## src/rtl/fetch.sv

```systemverilog
// -----------------------------------------------------------------------------
// fetch
//
// Instruction-fetch stage of the RV32I_Zicsr pipeline. Keeps the program
// counter, issues one instruction-memory request at a time and registers each
// returned word together with its PC for decode. A one-entry skid buffer
// absorbs a response that lands while decode is stalled, and redirects
// (branch, jump, trap) squash any request still in flight.
//
// Optional feature macro: FETCH_MISALIGN_TRAP_EN
//   When defined, a misaligned redirect target raises or_misalign and parks
//   the stage in HALT until an aligned redirect or reset. When undefined the
//   low two bits of the redirect target are simply dropped.
//
// Parameters
//   XLEN         data/address width
//   RESET_PC     first PC fetched after reset
//
// Ports
//   i_clk          clock, all state on rising edge
//   i_rst_n        synchronous active-low reset
//   o_imem_req     fetch request valid
//   o_imem_addr    fetch address
//   i_imem_ack     response valid (same cycle as request or later)
//   i_imem_data    instruction word, meaningful with i_imem_ack
//   i_stall        decode cannot accept, hold outputs
//   i_flush        redirect request (highest priority)
//   i_redirect_pc  redirect target, sampled with i_flush
//   or_inst        registered instruction to decode
//   or_pc          registered PC of or_inst
//   or_valid       or_inst is a real fetched instruction
//   or_misalign    misaligned redirect flag (macro builds only)
// -----------------------------------------------------------------------------
module fetch #(
    parameter int              XLEN     = 32,
    parameter logic [XLEN-1:0] RESET_PC = '0
) (
    input  logic            i_clk,
    input  logic            i_rst_n,
    output logic            o_imem_req,
    output logic [XLEN-1:0] o_imem_addr,
    input  logic            i_imem_ack,
    input  logic [XLEN-1:0] i_imem_data,
    input  logic            i_stall,
    input  logic            i_flush,
    input  logic [XLEN-1:0] i_redirect_pc,
    output logic [XLEN-1:0] or_inst,
    output logic [XLEN-1:0] or_pc,
    output logic            or_valid
`ifdef FETCH_MISALIGN_TRAP_EN
    ,
    output logic            or_misalign
`endif
);

    // addi x0, x0, 0 -- decode sees this whenever nothing real is delivered
    localparam logic [XLEN-1:0] NOP = XLEN'(32'h0000_0013);

    typedef enum logic [1:0] {
        ST_FETCH = 2'd0,
        ST_KILL  = 2'd1
`ifdef FETCH_MISALIGN_TRAP_EN
        ,
        ST_HALT  = 2'd2
`endif
    } state_t;

    state_t          state_q, state_d;
    logic            run_q;
    logic [XLEN-1:0] pc_q, pc_d;
    logic [XLEN-1:0] kill_pc_q, kill_pc_d;
    logic            skid_valid_q, skid_valid_d;
    logic [XLEN-1:0] skid_inst_q, skid_inst_d;
    logic [XLEN-1:0] skid_pc_q, skid_pc_d;
    logic [XLEN-1:0] inst_d;
    logic [XLEN-1:0] out_pc_d;
    logic            valid_d;
    logic            ack_ok;
    logic [XLEN-1:0] target_pc;
`ifdef FETCH_MISALIGN_TRAP_EN
    logic            misalign_d;
    logic            target_misaligned;
`endif

    // run_q holds requests off for the first cycle after reset, so the first
    // request goes out in the cycle that starts at the first non-reset edge.
    assign ack_ok = i_imem_ack & run_q;

`ifdef FETCH_MISALIGN_TRAP_EN
    assign target_pc         = i_redirect_pc;
    assign target_misaligned = (i_redirect_pc[1:0] != 2'b00);
`else
    assign target_pc         = i_redirect_pc & ~XLEN'(3);
`endif

    // State and datapath registers.
    always_ff @(posedge i_clk) begin
        if (!i_rst_n) begin
            state_q      <= ST_FETCH;
            run_q        <= 1'b0;
            pc_q         <= RESET_PC;
            kill_pc_q    <= RESET_PC;
            skid_valid_q <= 1'b0;
            skid_inst_q  <= NOP;
            skid_pc_q    <= '0;
            or_inst      <= NOP;
            or_pc        <= '0;
            or_valid     <= 1'b0;
`ifdef FETCH_MISALIGN_TRAP_EN
            or_misalign  <= 1'b0;
`endif
        end else begin
            state_q      <= state_d;
            run_q        <= 1'b1;
            pc_q         <= pc_d;
            kill_pc_q    <= kill_pc_d;
            skid_valid_q <= skid_valid_d;
            skid_inst_q  <= skid_inst_d;
            skid_pc_q    <= skid_pc_d;
            or_inst      <= inst_d;
            or_pc        <= out_pc_d;
            or_valid     <= valid_d;
`ifdef FETCH_MISALIGN_TRAP_EN
            or_misalign  <= misalign_d;
`endif
        end
    end

    // Request generation, next-state and next-output logic.
    always_comb begin
        state_d      = state_q;
        pc_d         = pc_q;
        kill_pc_d    = kill_pc_q;
        skid_valid_d = skid_valid_q;
        skid_inst_d  = skid_inst_q;
        skid_pc_d    = skid_pc_q;
        inst_d       = or_inst;
        out_pc_d     = or_pc;
        valid_d      = or_valid;
`ifdef FETCH_MISALIGN_TRAP_EN
        misalign_d   = or_misalign;
`endif
        o_imem_req   = 1'b0;
        o_imem_addr  = pc_q;

        // The request only depends on registered state, so the address stays
        // put until the ack (pc moves only on ack or flush).
        case (state_q)
            ST_FETCH: o_imem_req = run_q & ~skid_valid_q;
            ST_KILL: begin
                o_imem_req  = 1'b1;
                o_imem_addr = kill_pc_q;
            end
            default: o_imem_req = 1'b0;
        endcase

        if (i_flush) begin
            pc_d         = target_pc;
            skid_valid_d = 1'b0;
            inst_d       = NOP;
            out_pc_d     = '0;
            valid_d      = 1'b0;
            // A request the memory has seen but not answered must be drained
            // before fetching again; remember its address to keep it stable.
            if (o_imem_req && !i_imem_ack) begin
                state_d   = ST_KILL;
                kill_pc_d = o_imem_addr;
            end else begin
                state_d   = ST_FETCH;
            end
`ifdef FETCH_MISALIGN_TRAP_EN
            if (target_misaligned) begin
                state_d    = ST_HALT;
                misalign_d = 1'b1;
                out_pc_d   = i_redirect_pc;
            end else begin
                misalign_d = 1'b0;
            end
`endif
        end else begin
            case (state_q)
                ST_FETCH: begin
                    if (ack_ok) begin
                        pc_d = pc_q + XLEN'(4);
                        if (i_stall) begin
                            skid_valid_d = 1'b1;
                            skid_inst_d  = i_imem_data;
                            skid_pc_d    = pc_q;
                        end else if (skid_valid_q) begin
                            // Older buffered word goes first, new one refills.
                            inst_d      = skid_inst_q;
                            out_pc_d    = skid_pc_q;
                            valid_d     = 1'b1;
                            skid_inst_d = i_imem_data;
                            skid_pc_d   = pc_q;
                        end else begin
                            inst_d   = i_imem_data;
                            out_pc_d = pc_q;
                            valid_d  = 1'b1;
                        end
                    end else if (!i_stall) begin
                        if (skid_valid_q) begin
                            inst_d       = skid_inst_q;
                            out_pc_d     = skid_pc_q;
                            valid_d      = 1'b1;
                            skid_valid_d = 1'b0;
                        end else begin
                            inst_d   = NOP;
                            out_pc_d = '0;
                            valid_d  = 1'b0;
                        end
                    end
                end
                ST_KILL: begin
                    if (ack_ok) begin
                        state_d = ST_FETCH;
                    end
                    if (!i_stall) begin
                        inst_d   = NOP;
                        out_pc_d = '0;
                        valid_d  = 1'b0;
                    end
                end
                default: begin
                end
            endcase
        end
    end

endmodule

```

## config.mk

```make
export PLATFORM = sky130hd
export DESIGN_NAME = fetch
export DESIGN_NICKNAME = d
export VERILOG_FILES = /design/src/rtl/fetch.sv
export SDC_FILE = /design/constraint.sdc
export NUM_CORES = 1
export LEC_CHECK = 0
export BUFFER_PORTS_ARGS = -buffer_cell sky130_fd_sc_hd__buf_4
export CAP_MARGIN = 40
export CORE_MARGIN = 2
export CORE_UTILIZATION = 25
export DETAILED_ROUTE_END_ITERATION = 8
export PLACE_DENSITY = 0.51
export RECOVER_POWER = 25
export SLEW_MARGIN = 20
export SYNTH_ARGS = -nofsm -noshare
export SYNTH_HDL_FRONTEND = slang
export SYNTH_SLANG_ARGS = --single-unit
```

## constraint.sdc

```tcl
create_clock -name i_clk -period 2.2 [get_ports i_clk]
set_input_delay 0.11 -clock i_clk [delete_from_list [all_inputs] [get_ports i_clk]]
set_output_delay 0.11 -clock i_clk [all_outputs]
set_load 0.02 [all_outputs]
```

; ---- After elaboration in Yosys (flattened, before gate mapping)
; Index checks and enable logic that the tools add are counted.
; Widths: inputs -> output; s select.
[totals]
ff_bits = 197
input_bits = 69
out_inout_bits = 98
[classes]
reduce_logical = 16
n_eq_ne = 5
n_addsub = 1
mux = 36
bitwise = 5
[op_table]
columns = op, n
row1 = $mux 32, 20
row2 = $pmux 32 s2, 2
row3 = $add 32x3->32 const B, 1
row4 = $reduce_bool 2->1, 5
row5 = $mux 1, 9
row6 = $reduce_and 2->1, 4
row7 = $mux 2, 3
row8 = $ne 2x2->1 const B, 3
row9 = $reduce_and 3->1, 2
row10 = $pmux 1 s2, 2
row11 = $reduce_and 4->1, 1
row12 = $not 1->1, 3
row13 = $and 1x1->1, 2
row14 = $eq 2x1->1 const B, 1
row15 = $logic_not 2->1, 1
row16 = $ne 2x1->1 const B, 1
row17 = $reduce_or 2->1, 1
row18 = $logic_and 1x1->1, 1
row19 = $logic_not 1->1, 1

; ---- Depth between registers and ports, before layout
[logic_depth]
ltp_word = 6
mapped_depth = 8
ltp_nobuf = 5

; ---- Worst setup path before layout
; Ideal clock, no wire load.
[synth_timing]
path_kind = register -> register
startpoint = reg pc_q[2]
endpoint = reg pc_q[24]
setup_slack_ns = 0.114
arrival_time_ns = 2.012
setup_time_ns = 0.074
path_stages_with_launch = 8
path_buffers = 2
cell_sequence = dfxtp_1 ha_1 nand4b_4 or3_1 buf_6 buf_6 or4_1 a31oi_1
[synth_between]
elab_chain_cells = 4
[synth_lines]
columns = item, line_no
row1 = from (decl), 70  ; logic [XLEN-1:0] pc_q, pc_d;
row2 = from (signal assigned), 115  ; pc_q <= pc_d;
row3 = $add 32x3->32, 184  ; pc_d = pc_q + XLEN'(4);
row4 = $mux 32, 183  ; if (ack_ok) begin
row5 = $mux 32, 181  ; case (state_q)
row6 = $mux 32, 157  ; if (i_flush) begin
; Every way passes these cells. The select of a mux whose other input is x is not followed.
; A chain may end at the register's enable or synchronous reset.

; ---- Final worst setup path
[layout_timing]
startpoint = reg pc_q[3]
endpoint = reg pc_q[26]
; Same word-level chain as after synthesis.

==> impl_metrics.toml <==
[global_routing]
grt_pass1_wl_um = 40220
antenna_found_initial = 0
grt_max_degree = 51
overflow = 0
grtUsageTotal_pct = 15.34
grt_pass1_vias = 7032

[routing]
drc_errors = 0
viasPerCell = 4.652
vias = 7369
initialDrtViolationCount = 351
wl_per_cell_um = 16.43
drt_first_pass_iters = 5
wirelength_um = 26020
ant_nets = 0

[clock_network]
clock_latency_ps = 450
cts_buffers = 17
cts-resized-gates = 0
htreeDepth = 4
post_cts_buffers = 0
clk_pin_slew_ps = 70
cts-root-buf = "clkbuf_16"
hold_buffers = 62
cts_tree = "yes"
clock-sinks = 190
cts.path.max_buffers = 2

[die]
die_w_um = 185.4
io_pins = 167
coreArea_mm2 = 0.03245
row_count = 66
start_util_pct = 25.34
die-area_mm2 = 0.03436
die_h_um = 185.4

[worst_setup_path]
max_stage_delay_ps = 510
critPathArrivalTime_ps = 2400
required_ps = 2560
crit_chain = "ha_1 > nand4b_4 > or3_1 > buf_4 > or4_1 > a31oi_1"
end_kind = "register"
crit_type = "register to register"
startpoint_type = "register"
slowest_stage = "or4_1"
path_max_fanout = 17

[yosys]
seq_area_frac_synth_pct = 46.26
synth_ff_type = "dfxtp_1"
ys_top_cells_by_count = "dfxtp_1 (190), nand2_1 (147), nor2_1 (103)"
synth-edff-count = 0
synth_most_common_cell = "dfxtp_1"
yosys_register_bits = 190
yosysTopAreaCell = "dfxtp_1"
synthCells = 935
yosys.area.top_type_share_pct = 46.26
yosys-top-cells-area = "dfxtp_1 (46%), mux2_2 (11%), nand2_1 (6.7%), a22oi_1 (5.5%), nor2_1 (4.7%)"
syn_area_per_cell_um2 = 8.795
synthArstFlopShare_pct = 0
ys_warn_count = 0
yosysUniqueCellTypes = 50
synth_area_mm2 = 0.008223

[power_and_ir_drop]
leakage_nw = 3.932
switchingPower_mw = 1.979
p_total_mw = 7.759
p_comb_share_pct = 11.9
swShare_pct = 25.51
max-vdd-ir-drop_uv = 532.6
pwr_density_cell_mw_per_mm2 = 707.2
seq_power_share_pct = 46.4
internal-power_mw = 5.780
clkPwrFrac_pct = 41.6

[cells_and_area]
drive_gt1_share_pct = 21.98
fin_util_pct = 33.81
area_growth_syn_to_layout_pct = 33.43
layout.nets = 1201
diodes = 0

[timing]
min_period_over_period_pct = 92.48
max_slew.worst_pin.slew_ps = 542.6
finalCriticalPeriod_ps = 2034
finalSetupViolCount = 0
layout_setup_ws_ps = 165.5
grt_setup_unrepaired = "no"
slew_viol_final = 0
max-slew-margin-rel_pct = 63.83
finalSetupTns_ps = 0
clock.fmax_mhz = 491.5
hold_viol = 0
finClkSkew_ps = 14.75

[run]
cap_viol_max_count = 0

[placement]
gp_congestion = 0.7401
dp_hpwl_um = 16610
port_buffers = 162
place_ws_ps = 171.5

[run_status]
status = "complete, no violations"

[min_path]
hold_path.class = "primary input to register"
[worst paths after layout]
path,slack [ps],depth (start not counted),endpoint,from
worst max-delay path,170,6,pc_q[26],pc_q[3]
worst min register to register,440,1,kill_pc_q[1],kill_pc_q[1]
worst max register to register,170,6,pc_q[26],pc_q[3]
worst min-delay path,20,3,pc_q[19],i_redirect_pc[19]
[worst max-delay path: cells and delay by family (launching register included)]
family | cells | cell delay [ps]
compound gates | 1 | 170
fa+ha+maj | 1 | 220
buf+inv | 1 | 210
simple gates | 3 | 1000
flops | 1 | 350
[flip-flops by register name, summed over array words and instances, names as in the netlist]
| name | count |
|---|---|
| kill_pc_q | 32 |
| or_inst | 32 |
| skid_inst_q | 32 |
| or_pc | 30 |
| pc_q | 30 |
| skid_pc_q | 30 |
| or_valid | 1 |
| run_q | 1 |
| skid_valid_q | 1 |
| state_q | 1 |
[through the flow]
| step | area [um2] | hold slack (ps) | instances |
|---|---|---|---|
| final | 10970 | 20.00 | 1584 |
| after global routing | 10970 | 18.37 | 1584 |
| after CTS | 11230 | 7.077 | 1584 |
| after detailed placement | 10010 | 352.4 | 1492 |
| after global placement | 10010 | 349.2 | 1492 |
| after floorplan | 8227 | 137.7 | 936 |
[final cells by class]
type	instances	area (um2)
timing repair buffer	260	1934
clock buffer	22	495.5
clock inverter	8	106.4
tap	442	553.0
sequential	190	3809
inverter	11	42.54
fill	3390	21480
multi-input combinational	651	4031
[cells in the final DEF (no fill, tap or decap), types with 3 or more instances in the layout]
master / netlist / layout
dfxtp_1: 190 / 188
nand2_1: 147 / 146
buf_4: 3 / 126
nor2_1: 103 / 103
mux2_2: 77 / 77
a21oi_1: 67 / 67
clkbuf_1: 64 / 67
dlygate4sd3_1: 0 / 62
a22oi_1: 60 / 60
o21ai_0: 44 / 44
mux2i_1: 32 / 32
clkbuf_16: 0 / 18
a31oi_1: 17 / 17
or4_1: 13 / 13
o31ai_1: 12 / 12
inv_1: 10 / 9
or3_1: 8 / 7
xnor2_1: 7 / 7
nand3_1: 7 / 7
buf_12: 0 / 6
nand4_1: 5 / 5
nor2b_1: 4 / 4
nor3_1: 6 / 4
o211ai_1: 4 / 4
and4_1: 4 / 4
nor4_1: 3 / 3
a311oi_1: 3 / 3
a32oi_1: 3 / 3
clkbuf_8: 0 / 3
clkinv_4: 0 / 3
[logic make-up after synthesis]
| kind of cell | count (synthesis) | synth area share (%) |
|---|---|---|
| mux | 109 | 14.44 |
| xor+xnor | 9 | 0.9587 |
| simple gates | 312 | 16.84 |
| other cells | 1 | 0.04560 |
| fa+ha+maj | 1 | 0.1521 |
| flops | 190 | 46.26 |
| buf+inv | 95 | 4.839 |
| compound gates | 218 | 16.46 |
[power groups by stage]
stage / clock [mW] / sequential (mW) / combinational [mW]
floorplan: 0 / 3.67 / 0.486
global placement: 0 / 3.68 / 0.854
detailed placement: 0 / 3.68 / 0.856
CTS: 3.36 / 3.60 / 0.951
global route: 3.47 / 3.62 / 1.01
finish: 3.23 / 3.60 / 0.926
[routing by layer]
metal / up-vias / wire length (um) / global-route usage, %
met5: - / 0 / 0
met4: 0 / 437 / 5.206
met3: 26 / 1049 / 2.949
met2: 167 / 12390 / 24.76
met1: 3497 / 12150 / 20.43
li1: 3679 / - / -
(Power assumes the default switching activity.)
